File: src/rtl/midi_msg_assembler_pkg.sv
// Shared constants and helpers for the MIDI message assembler.
// States, status-byte ranges, bit timing and normalisation.
package midi_pkg;

   localparam logic [7:0] NOTE_OFF      = 8'h80;
   localparam logic [7:0] NOTE_ON       = 8'h90;
   localparam logic [7:0] PROG_CHANGE   = 8'hC0;
   localparam logic [7:0] PITCH_BEND    = 8'hE0;
   localparam logic [7:0] SYS_COMMON_LO = 8'hF0;
   localparam logic [7:0] REALTIME_LO   = 8'hF8;

   localparam logic [1:0] ST_IDLE    = 2'd0;
   localparam logic [1:0] ST_WAIT_D1 = 2'd1;
   localparam logic [1:0] ST_WAIT_D2 = 2'd2;

   function automatic int clks_per_bit(
      input int clk_hz,
      input int baud
   );
      return clk_hz / baud;
   endfunction

   // 0 for anything that is not a channel-voice status.
   function automatic logic [1:0] data_count(
      input logic [7:0] s
   );
      if (s >= NOTE_OFF && s < PROG_CHANGE)
         return 2'd2;
      else if (s >= PROG_CHANGE && s < PITCH_BEND)
         return 2'd1;
      else if (s >= PITCH_BEND && s < SYS_COMMON_LO)
         return 2'd2;
      else
         return 2'd0;
   endfunction

   // Note-On with zero velocity means Note-Off.
   function automatic logic [23:0] normalise(
      input logic [7:0] s,
      input logic [7:0] d1,
      input logic [7:0] d2
   );
      if (s[7:4] == NOTE_ON[7:4] && d2 == 8'h00)
         return {NOTE_OFF[7:4], s[3:0], d1, 8'h00};
      return {s, d1, d2};
   endfunction

endpackage

File: src/rtl/midi_msg_assembler_uart_rx.sv
// 8N1 byte receiver: 2-flop sync, half-bit start check, centre sampling.
// Ports: clk, rst_n, i_rx -> o_byte, o_strobe, o_frame_err (1-cycle pulses).
module midi_uart_rx
   import midi_pkg::*;
#(
   parameter int CLK_HZ = 50_000_000,
   parameter int BAUD   = 31250
) (
   input  logic       clk,
   input  logic       rst_n,
   input  logic       i_rx,
   output logic [7:0] o_byte,
   output logic       o_strobe,
   output logic       o_frame_err
);

   localparam int CPB = clks_per_bit(CLK_HZ, BAUD);
   localparam int CW  = $clog2(CPB + 1);
   localparam logic [CW-1:0] LAST = CW'(CPB - 1);
   localparam logic [CW-1:0] HALF = CW'(CPB / 2 - 1);

   localparam logic [1:0] RX_IDLE  = 2'd0;
   localparam logic [1:0] RX_START = 2'd1;
   localparam logic [1:0] RX_DATA  = 2'd2;
   localparam logic [1:0] RX_STOP  = 2'd3;

   logic [1:0]    r_sync;
   logic          r_prev;
   logic [1:0]    r_state;
   logic [CW-1:0] r_cnt;
   logic [2:0]    r_bit;
   logic [7:0]    r_shift;
   logic          r_strobe;
   logic          r_ferr;

   logic w_rx;
   logic w_fall;

   assign w_rx   = r_sync[1];
   assign w_fall = r_prev & ~w_rx;

   // Sync and edge flops reset low: a line that is low when reset
   // releases must go high and fall again before a frame starts.
   always_ff @(posedge clk or negedge rst_n) begin
      if (!rst_n) begin
         r_sync   <= 2'b00;
         r_prev   <= 1'b0;
         r_state  <= RX_IDLE;
         r_cnt    <= '0;
         r_bit    <= 3'd0;
         r_shift  <= 8'h00;
         r_strobe <= 1'b0;
         r_ferr   <= 1'b0;
      end else begin
         r_sync   <= {r_sync[0], i_rx};
         r_prev   <= w_rx;
         r_strobe <= 1'b0;
         r_ferr   <= 1'b0;
         unique case (r_state)
            RX_IDLE: begin
               if (w_fall) begin
                  r_state <= RX_START;
                  r_cnt   <= '0;
               end
            end
            RX_START: begin
               if (r_cnt == HALF) begin
                  r_cnt   <= '0;
                  r_bit   <= 3'd0;
                  r_state <= w_rx ? RX_IDLE : RX_DATA;
               end else begin
                  r_cnt <= r_cnt + 1'b1;
               end
            end
            RX_DATA: begin
               if (r_cnt == LAST) begin
                  r_cnt   <= '0;
                  r_shift <= {w_rx, r_shift[7:1]};
                  r_bit   <= r_bit + 1'b1;
                  if (r_bit == 3'd7)
                     r_state <= RX_STOP;
               end else begin
                  r_cnt <= r_cnt + 1'b1;
               end
            end
            RX_STOP: begin
               if (r_cnt == LAST) begin
                  r_cnt    <= '0;
                  r_state  <= RX_IDLE;
                  r_strobe <= w_rx;
                  r_ferr   <= ~w_rx;
               end else begin
                  r_cnt <= r_cnt + 1'b1;
               end
            end
            default: r_state <= RX_IDLE;
         endcase
      end
   end

   assign o_byte      = r_shift;
   assign o_strobe    = r_strobe;
   assign o_frame_err = r_ferr;

endmodule

File: src/rtl/midi_msg_assembler.sv
// MIDI serial in -> {status, data1, data2} channel-voice messages.
// Ports: clk, rst_n, rx -> midi[23:0], midi_valid, frame_err.
// Option: define MIDI_RUNNING_STATUS_EN to accept running status.
module midi_msg_assembler
   import midi_pkg::*;
#(
   parameter int CLK_HZ = 50_000_000,
   parameter int BAUD   = 31250
) (
   input  logic        clk,
   input  logic        rst_n,
   input  logic        rx,
   output logic [23:0] midi,
   output logic        midi_valid,
   output logic        frame_err
);

   logic [7:0] w_byte;
   logic       w_strobe;
   logic       w_ferr;

   midi_uart_rx #(
      .CLK_HZ (CLK_HZ),
      .BAUD   (BAUD)
   ) u_rx (
      .clk         (clk),
      .rst_n       (rst_n),
      .i_rx        (rx),
      .o_byte      (w_byte),
      .o_strobe    (w_strobe),
      .o_frame_err (w_ferr)
   );

   logic [1:0]  r_state;
   logic [7:0]  r_status;
   logic [7:0]  r_d1;
   logic [23:0] r_midi;
   logic        r_valid;

   logic w_is_rt;
   logic w_is_sys;
   logic w_is_chan;
   logic w_rs_start;
   logic w_take_d1;
   logic w_one;

   assign w_is_rt   = (w_byte >= REALTIME_LO);
   assign w_is_sys  = (w_byte >= SYS_COMMON_LO) & ~w_is_rt;
   assign w_is_chan = w_byte[7] & (w_byte < SYS_COMMON_LO);

   // A cleared stored status reads 0, so bit 7 marks a valid one.
`ifdef MIDI_RUNNING_STATUS_EN
   assign w_rs_start = (r_state == ST_IDLE) & r_status[7];
`else
   assign w_rs_start = 1'b0;
`endif

   assign w_take_d1 = (r_state == ST_WAIT_D1) | w_rs_start;
   assign w_one     = (data_count(r_status) == 2'd1);

   always_ff @(posedge clk or negedge rst_n) begin
      if (!rst_n) begin
         r_state  <= ST_IDLE;
         r_status <= 8'h00;
         r_d1     <= 8'h00;
         r_midi   <= 24'h0;
         r_valid  <= 1'b0;
      end else begin
         r_valid <= 1'b0;
         if (w_ferr) begin
            r_state <= ST_IDLE;
         end else if (w_strobe) begin
            unique case (1'b1)
               w_is_rt: begin
               end
               w_is_sys: begin
                  r_state  <= ST_IDLE;
                  r_status <= 8'h00;
               end
               w_is_chan: begin
                  r_status <= w_byte;
                  r_state  <= ST_WAIT_D1;
               end
               default: begin
                  if (r_state == ST_WAIT_D2) begin
                     r_midi  <= normalise(r_status, r_d1, w_byte);
                     r_valid <= 1'b1;
                     r_state <= ST_IDLE;
                  end else if (w_take_d1) begin
                     if (w_one) begin
                        r_midi  <= {r_status, w_byte, 8'h00};
                        r_valid <= 1'b1;
                        r_state <= ST_IDLE;
                     end else begin
                        r_d1    <= w_byte;
                        r_state <= ST_WAIT_D2;
                     end
                  end
               end
            endcase
         end
      end
   end

   assign midi       = r_midi;
   assign midi_valid = r_valid;
   assign frame_err  = w_ferr;

endmodule

File: config.mk
export PLATFORM = sky130hd
export DESIGN_NAME = midi_msg_assembler
export DESIGN_NICKNAME = d
export VERILOG_FILES = /design/src/rtl/midi_msg_assembler_pkg.sv /design/src/rtl/midi_msg_assembler_uart_rx.sv /design/src/rtl/midi_msg_assembler.sv
export SDC_FILE = /design/constraint.sdc
export NUM_CORES = 1
export LEC_CHECK = 0
export BUFFER_PORTS_ARGS = -buffer_cell sky130_fd_sc_hd__buf_2
export CAP_MARGIN = 10
export CORE_MARGIN = 1.5
export CORE_UTILIZATION = 30
export CTS_CLUSTER_DIAMETER = 60
export CTS_CLUSTER_SIZE = 12
export DETAILED_ROUTE_END_ITERATION = 7
export GPL_ROUTABILITY_DRIVEN = 0
export RECOVER_POWER = 50
export SETUP_SLACK_MARGIN = 0.5
export SYNTH_ARGS = -nofsm -noshare
export SYNTH_HDL_FRONTEND = slang
export SYNTH_HIERARCHICAL = 1
export SYNTH_SLANG_ARGS = --single-unit
File: constraint.sdc
create_clock -name clk -period 5.4 [get_ports clk]
set_input_delay 1.08 -clock clk [delete_from_list [all_inputs] [get_ports clk]]
set_output_delay 1.08 -clock clk [all_outputs]
set_load 0.03 [all_outputs]
Yosys cells after proc, flatten, opt, wreduce, memory -nomap -nowiden
Index checks and enable logic that the tools add are counted.
W data, S select, Z words.

word-level totals
  bits in registers = 72
  word-level logic and storage cells = 114
  output and inout bits = 26

operators by class
  equal/unequal tests = 16
  $add $sub $neg = 2
  multiplexer cells = 44
  bitwise operators = 9
  reduce and logical (&&, ||, !) cells = 21
  $lt $le $gt $ge = 9

operators with widths
  operator                 number
  $mux W24                 5
  $ge A8 B8 Y1 const B     5
  $mux W11                 3
  $pmux W11 S3             1
  $lt A8 B8 Y1 const B     4
  $mux W2                  14
  $pmux W8 S2              1
  $mux W1                  15
  $ne A2 B1 Y1 const B     6
  $add A11 B1 Y11 const B  1
  $eq A11 B10 Y1 const B   1
  $eq A11 B11 Y1 const B   1
  $reduce_and A5 Y1        2
  $reduce_bool A2 Y1       5
  $reduce_and A3 Y1        3
  $logic_not A8 Y1         1
  $pmux W2 S4              1
  $eq A2 B1 Y1 const B     3
  $eq A2 B2 Y1 const B     3
  $mux W3                  2
  $not A1 Y1               6
  $pmux W2 S3              1
  $pmux W3 S2              1
  $reduce_and A6 Y1        1
  10 further kinds         15

Logic depth before layout (Yosys ltp)
  depth after elaboration = 12
  mapped depth = 7
  depth with buffers taken out = 5

Hierarchy
Netlist, hierarchy kept.

by module, submodules not included
  module              times used  cells an instance  area each (µm²)
  midi_msg_assembler  1           128                1850.5
  midi_uart_rx        1           133                1433.9

Worst setup path before layout
No wires, ideal clock.

  path kind = flip-flop to flip-flop
  from = reg u_rx.r_ferr (netlist: u_rx/o_frame_err)
  to = reg r_d1[0]
  clock period less this slack = 1.879 ns
  data arrival time = 1.754 ns
  path buffers = 0
  path slack = 3.521 ns
  cell stages (with the launch flop) = 4
  library setup time = 0.125 ns
  path through = dfrtp_1 or3b_4 nor4b_4 mux2_2

between the ends
  longest elaborated chain between the ends = 2

ends and longest elaborated chain
  item                         line                              source
  start: declaration           midi_msg_assembler_uart_rx.sv:34  logic r_ferr;
  start signal: assignment     midi_msg_assembler_uart_rx.sv:91  r_ferr <= ~w_rx;
  $not A1 Y1 (no line)         --
  $reduce_and A6 Y1 (no line)  --
  end signal: assignment       midi_msg_assembler.sv:95          r_d1 <= w_byte;
  end: declaration             midi_msg_assembler.sv:36          logic [7:0] r_d1;

No other way between the ends.
A chain may end at the register's enable or synchronous reset.

==> impl_metrics.json <==
{
  "outcome": "complete, but fails checks",
  "violations": "max-capacitance violations, max-slew violations",
  "synthSimpleGateAreaFrac": 0.1295,
  "cp.depth": 2,
  "timing.final.ws_setup_ns": 2.785,
  "dp.cells": 423,
  "antenna_found_initial": 0,
  "vias_per_cell": 4.920,
  "ys_top_cells_by_area": "dfrtp_1 (55%), mux2_2 (13%), nor4b_4 (2.2%), a21bo_2 (2.1%), ha_1 (1.9%)",
  "drc": 0,
  "slew_viol_final": 38,
  "synth-async-reset-ratio": 1.000,
  "ys_ff_latch": 72,
  "synth_top_family_by_area": "multiplexers",
  "hold_viol_final": 0,
  "syn_area_sq_um": 3284,
  "nets": 302,
  "crit_arrival_ns": 3.09,
  "cts_resized": 0,
  "hpwl_mm": 4.378,
  "leakage_uw": 0.001753,
  "rrSetupSlack_ns": 2.91,
  "preCtsSetupSlack_ns": 3.005,
  "dr.first_iter.drc_count": 96,
  "ir_worst_vdd_mv": 0.2203,
  "place.port_buffers": 28,
  "layoutNonFillerInstCount": 439,
  "p_clk_frac": 0.406,
  "die_h_microns": 107.6,
  "timing.fmax_mhz": 382.4,
  "synthesis.nets": 269,
  "h-tree-depth": 3,
  "crit_family": "buffers and inverters",
  "setup_viol": 0,
  "seq_power_share": 0.480,
  "p_int_uw": 933.5,
  "pwr-share-comb": 0.115,
  "grt-ovfl-total": 0,
  "swShare": 0.2684,
  "rsz0062_at_grt": "false",
  "syn2layout_area_growth_pct": 15.01,
  "max-slew-margin-rel": -0.2863,
  "grt_pass1_wl_mm": 11.16,
  "synth_edf_count": 0,
  "skew_ns": 0.009310,
  "syn_inst": 261,
  "synth.most_common_cell": "dfrtp_1",
  "crit_type": "primary input to async pin",
  "synth_fa_ha_area_frac": 0.01905,
  "placed_area_sq_um": 3572,
  "power.density_nw_per_um2": 337.8,
  "die_x_microns": 107.6,
  "cts_tree": "done",
  "endpoint_kind": "async pin",
  "fin_setup_tns_ns": 0,
  "final_area_sq_um": 3777,
  "ctsLongestPathBuffers": 2,
  "yosysTopAreaCellShare": 0.5486,
  "hold_path_depth": 0,
  "grt_max_degree": 38,
  "synth_mux_area_frac": 0.1368,
  "clk_latency_ns": 0.35,
  "num_antenna_cells": 0,
  "p_sw_uw": 342.4,
  "worstPathCellList": "clkbuf_1 > buf_4",
  "fin_crit_ns": 2.615,
  "synth_ff_type": "dfrtp_1",
  "critical_path.endpoint": "u_rx/r_cnt[6]",
  "hold_path_class": "register to register",
  "final_layout_size_suffix_gt1_frac": 0.2776,
  "tightestPinTransition_ns": 1.930,
  "dr.pass1.iters": 4,
  "core_sq_um": 10750,
  "initial_utilization": 0.3057,
  "clkTransAtPathRegs_ns": 0.07,
  "seq_area_frac_synth": 0.5486,
  "cp.required_ns": 5.87,
  "yosysWarnings": 6,
  "synth_compound_area_frac": 0.1307,
  "critPathMaxStageDelay_ns": 1.35,
  "cts_buffers": 9,
  "wire_per_inst_microns": 14.74,
  "regToRegEndpoint": "u_rx/r_cnt[3]",
  "postCtsHoldBufs": 0,
  "crit_path_max_fanout": 37,
  "hold_ws_ns": 0.3514,
  "critPathBufInv": 2,
  "io_pins": 29,
  "fin_crit_sh": 0.4842,
  "yosysTopAreaCell": "dfrtp_1",
  "grt_pass1_vias": 2219,
  "worst-r2r-cell-count": 5,
  "grt_usage": 0.1243,
  "wl_mm": 6.472,
  "cpMaxStageDelayCell": "clkbuf_1",
  "root_buffer": "clkbuf_8",
  "startpoint_type": "primary input",
  "timing.rr.start": "u_rx/r_cnt[0]",
  "timing.max_cap.violations": 1,
  "rows": 38,
  "worstSetupStartpoint": "rst_n",
  "yosysUniqueCellTypes": 57,
  "dieArea_sq_um": 11580,
  "synth_xor_area_frac": 0.005333,
  "cts.sinks": 72,
  "postCtsSetupRepairBufs": 0,
  "dr_total_vias": 2160,
  "syn-mean-instance-area_sq_um": 12.58,
  "ant_nets": 0,
  "synth_common_cells": "dfrtp_1 (72), mux2_2 (38), inv_1 (15)"
}
[through the flow]
step	util	total power, uW
global route	0.3515	1345
detailed placement	0.3324	770.1
global placement	0.3324	764.7
CTS	0.3550	1297
floorplan	-	724.7
finish	0.3515	1276
[placed cells by master (no fill, tap or decap), types with 4 or more instances in the layout]
master    count
dfrtp_1      72
mux2_2       38
clkbuf_1     21
inv_1        15
nand2_1      12
nor2_1        9
nand3_1       9
clkbuf_8      9
o21ai_0       9
buf_2         8
nor3_1        7
a21bo_2       7
a22o_1        7
ha_1          5
o22ai_1       5
nor4_1        4
nand4_1       4
[how the worst min path moves through the flow]
stage                         startpoint              to  slack [ns]
after floorplan           u_rx/r_sync[0]  u_rx/r_sync[1]        0.33
after global placement    u_rx/r_sync[0]  u_rx/r_sync[1]        0.33
after detailed placement  u_rx/r_sync[0]  u_rx/r_sync[1]        0.34
after CTS                 u_rx/r_sync[0]  u_rx/r_sync[1]        0.35
after global routing      u_rx/r_sync[0]  u_rx/r_sync[1]        0.36
final                     u_rx/r_sync[0]  u_rx/r_sync[1]        0.35
[routing by layer]
metal  GRT usage  up-vias  part of all wire
li1            -     1029                 -
met1      0.1618     1071              0.47
met2      0.1952       49              0.47
met3     0.03632       11             0.049
met4     0.04699        0             0.013
met5           0        -                 0
[sequential cells by signal (all words and copies together) (netlist names), named ones only]
name              count
u_rx/r_sync           2
midi                 24
u_rx/r_bit            3
u_rx/r_prev           1
r_d1                  8
u_rx/o_strobe         1
u_rx/o_frame_err      1
u_rx/r_state          1
u_rx/o_byte           8
r_state               2
r_status              8
u_rx/r_cnt           11
midi_valid            1
[cell families after synthesis]
kind of cell,count (synthesis)
simple gates,65
buf+inv,23
xor+xnor,2
fa+ha+maj,5
mux,40
compound gates,54
flops,72
[power by group through the flow]
stage / clock [uW] / combinational, uW / sequential, uW
after detailed placement: 0 / 148 / 622
final: 517 / 147 / 612
after global placement: 0 / 144 / 621
after floorplan: 0 / 123 / 602
after CTS: 535 / 150 / 612
after global routing: 558 / 167 / 620
[layout make-up]
class                   count  area [sq um]
fillers                  1107          6968
flip-flops and latches     72          1802
multi-input cells         166          1371
well taps                 140         175.2
repair buffers             30         130.1
clock buffers              10         127.6
clock inverters             6         115.1
inverters                  15         56.30
(Power assumes the default switching activity.)
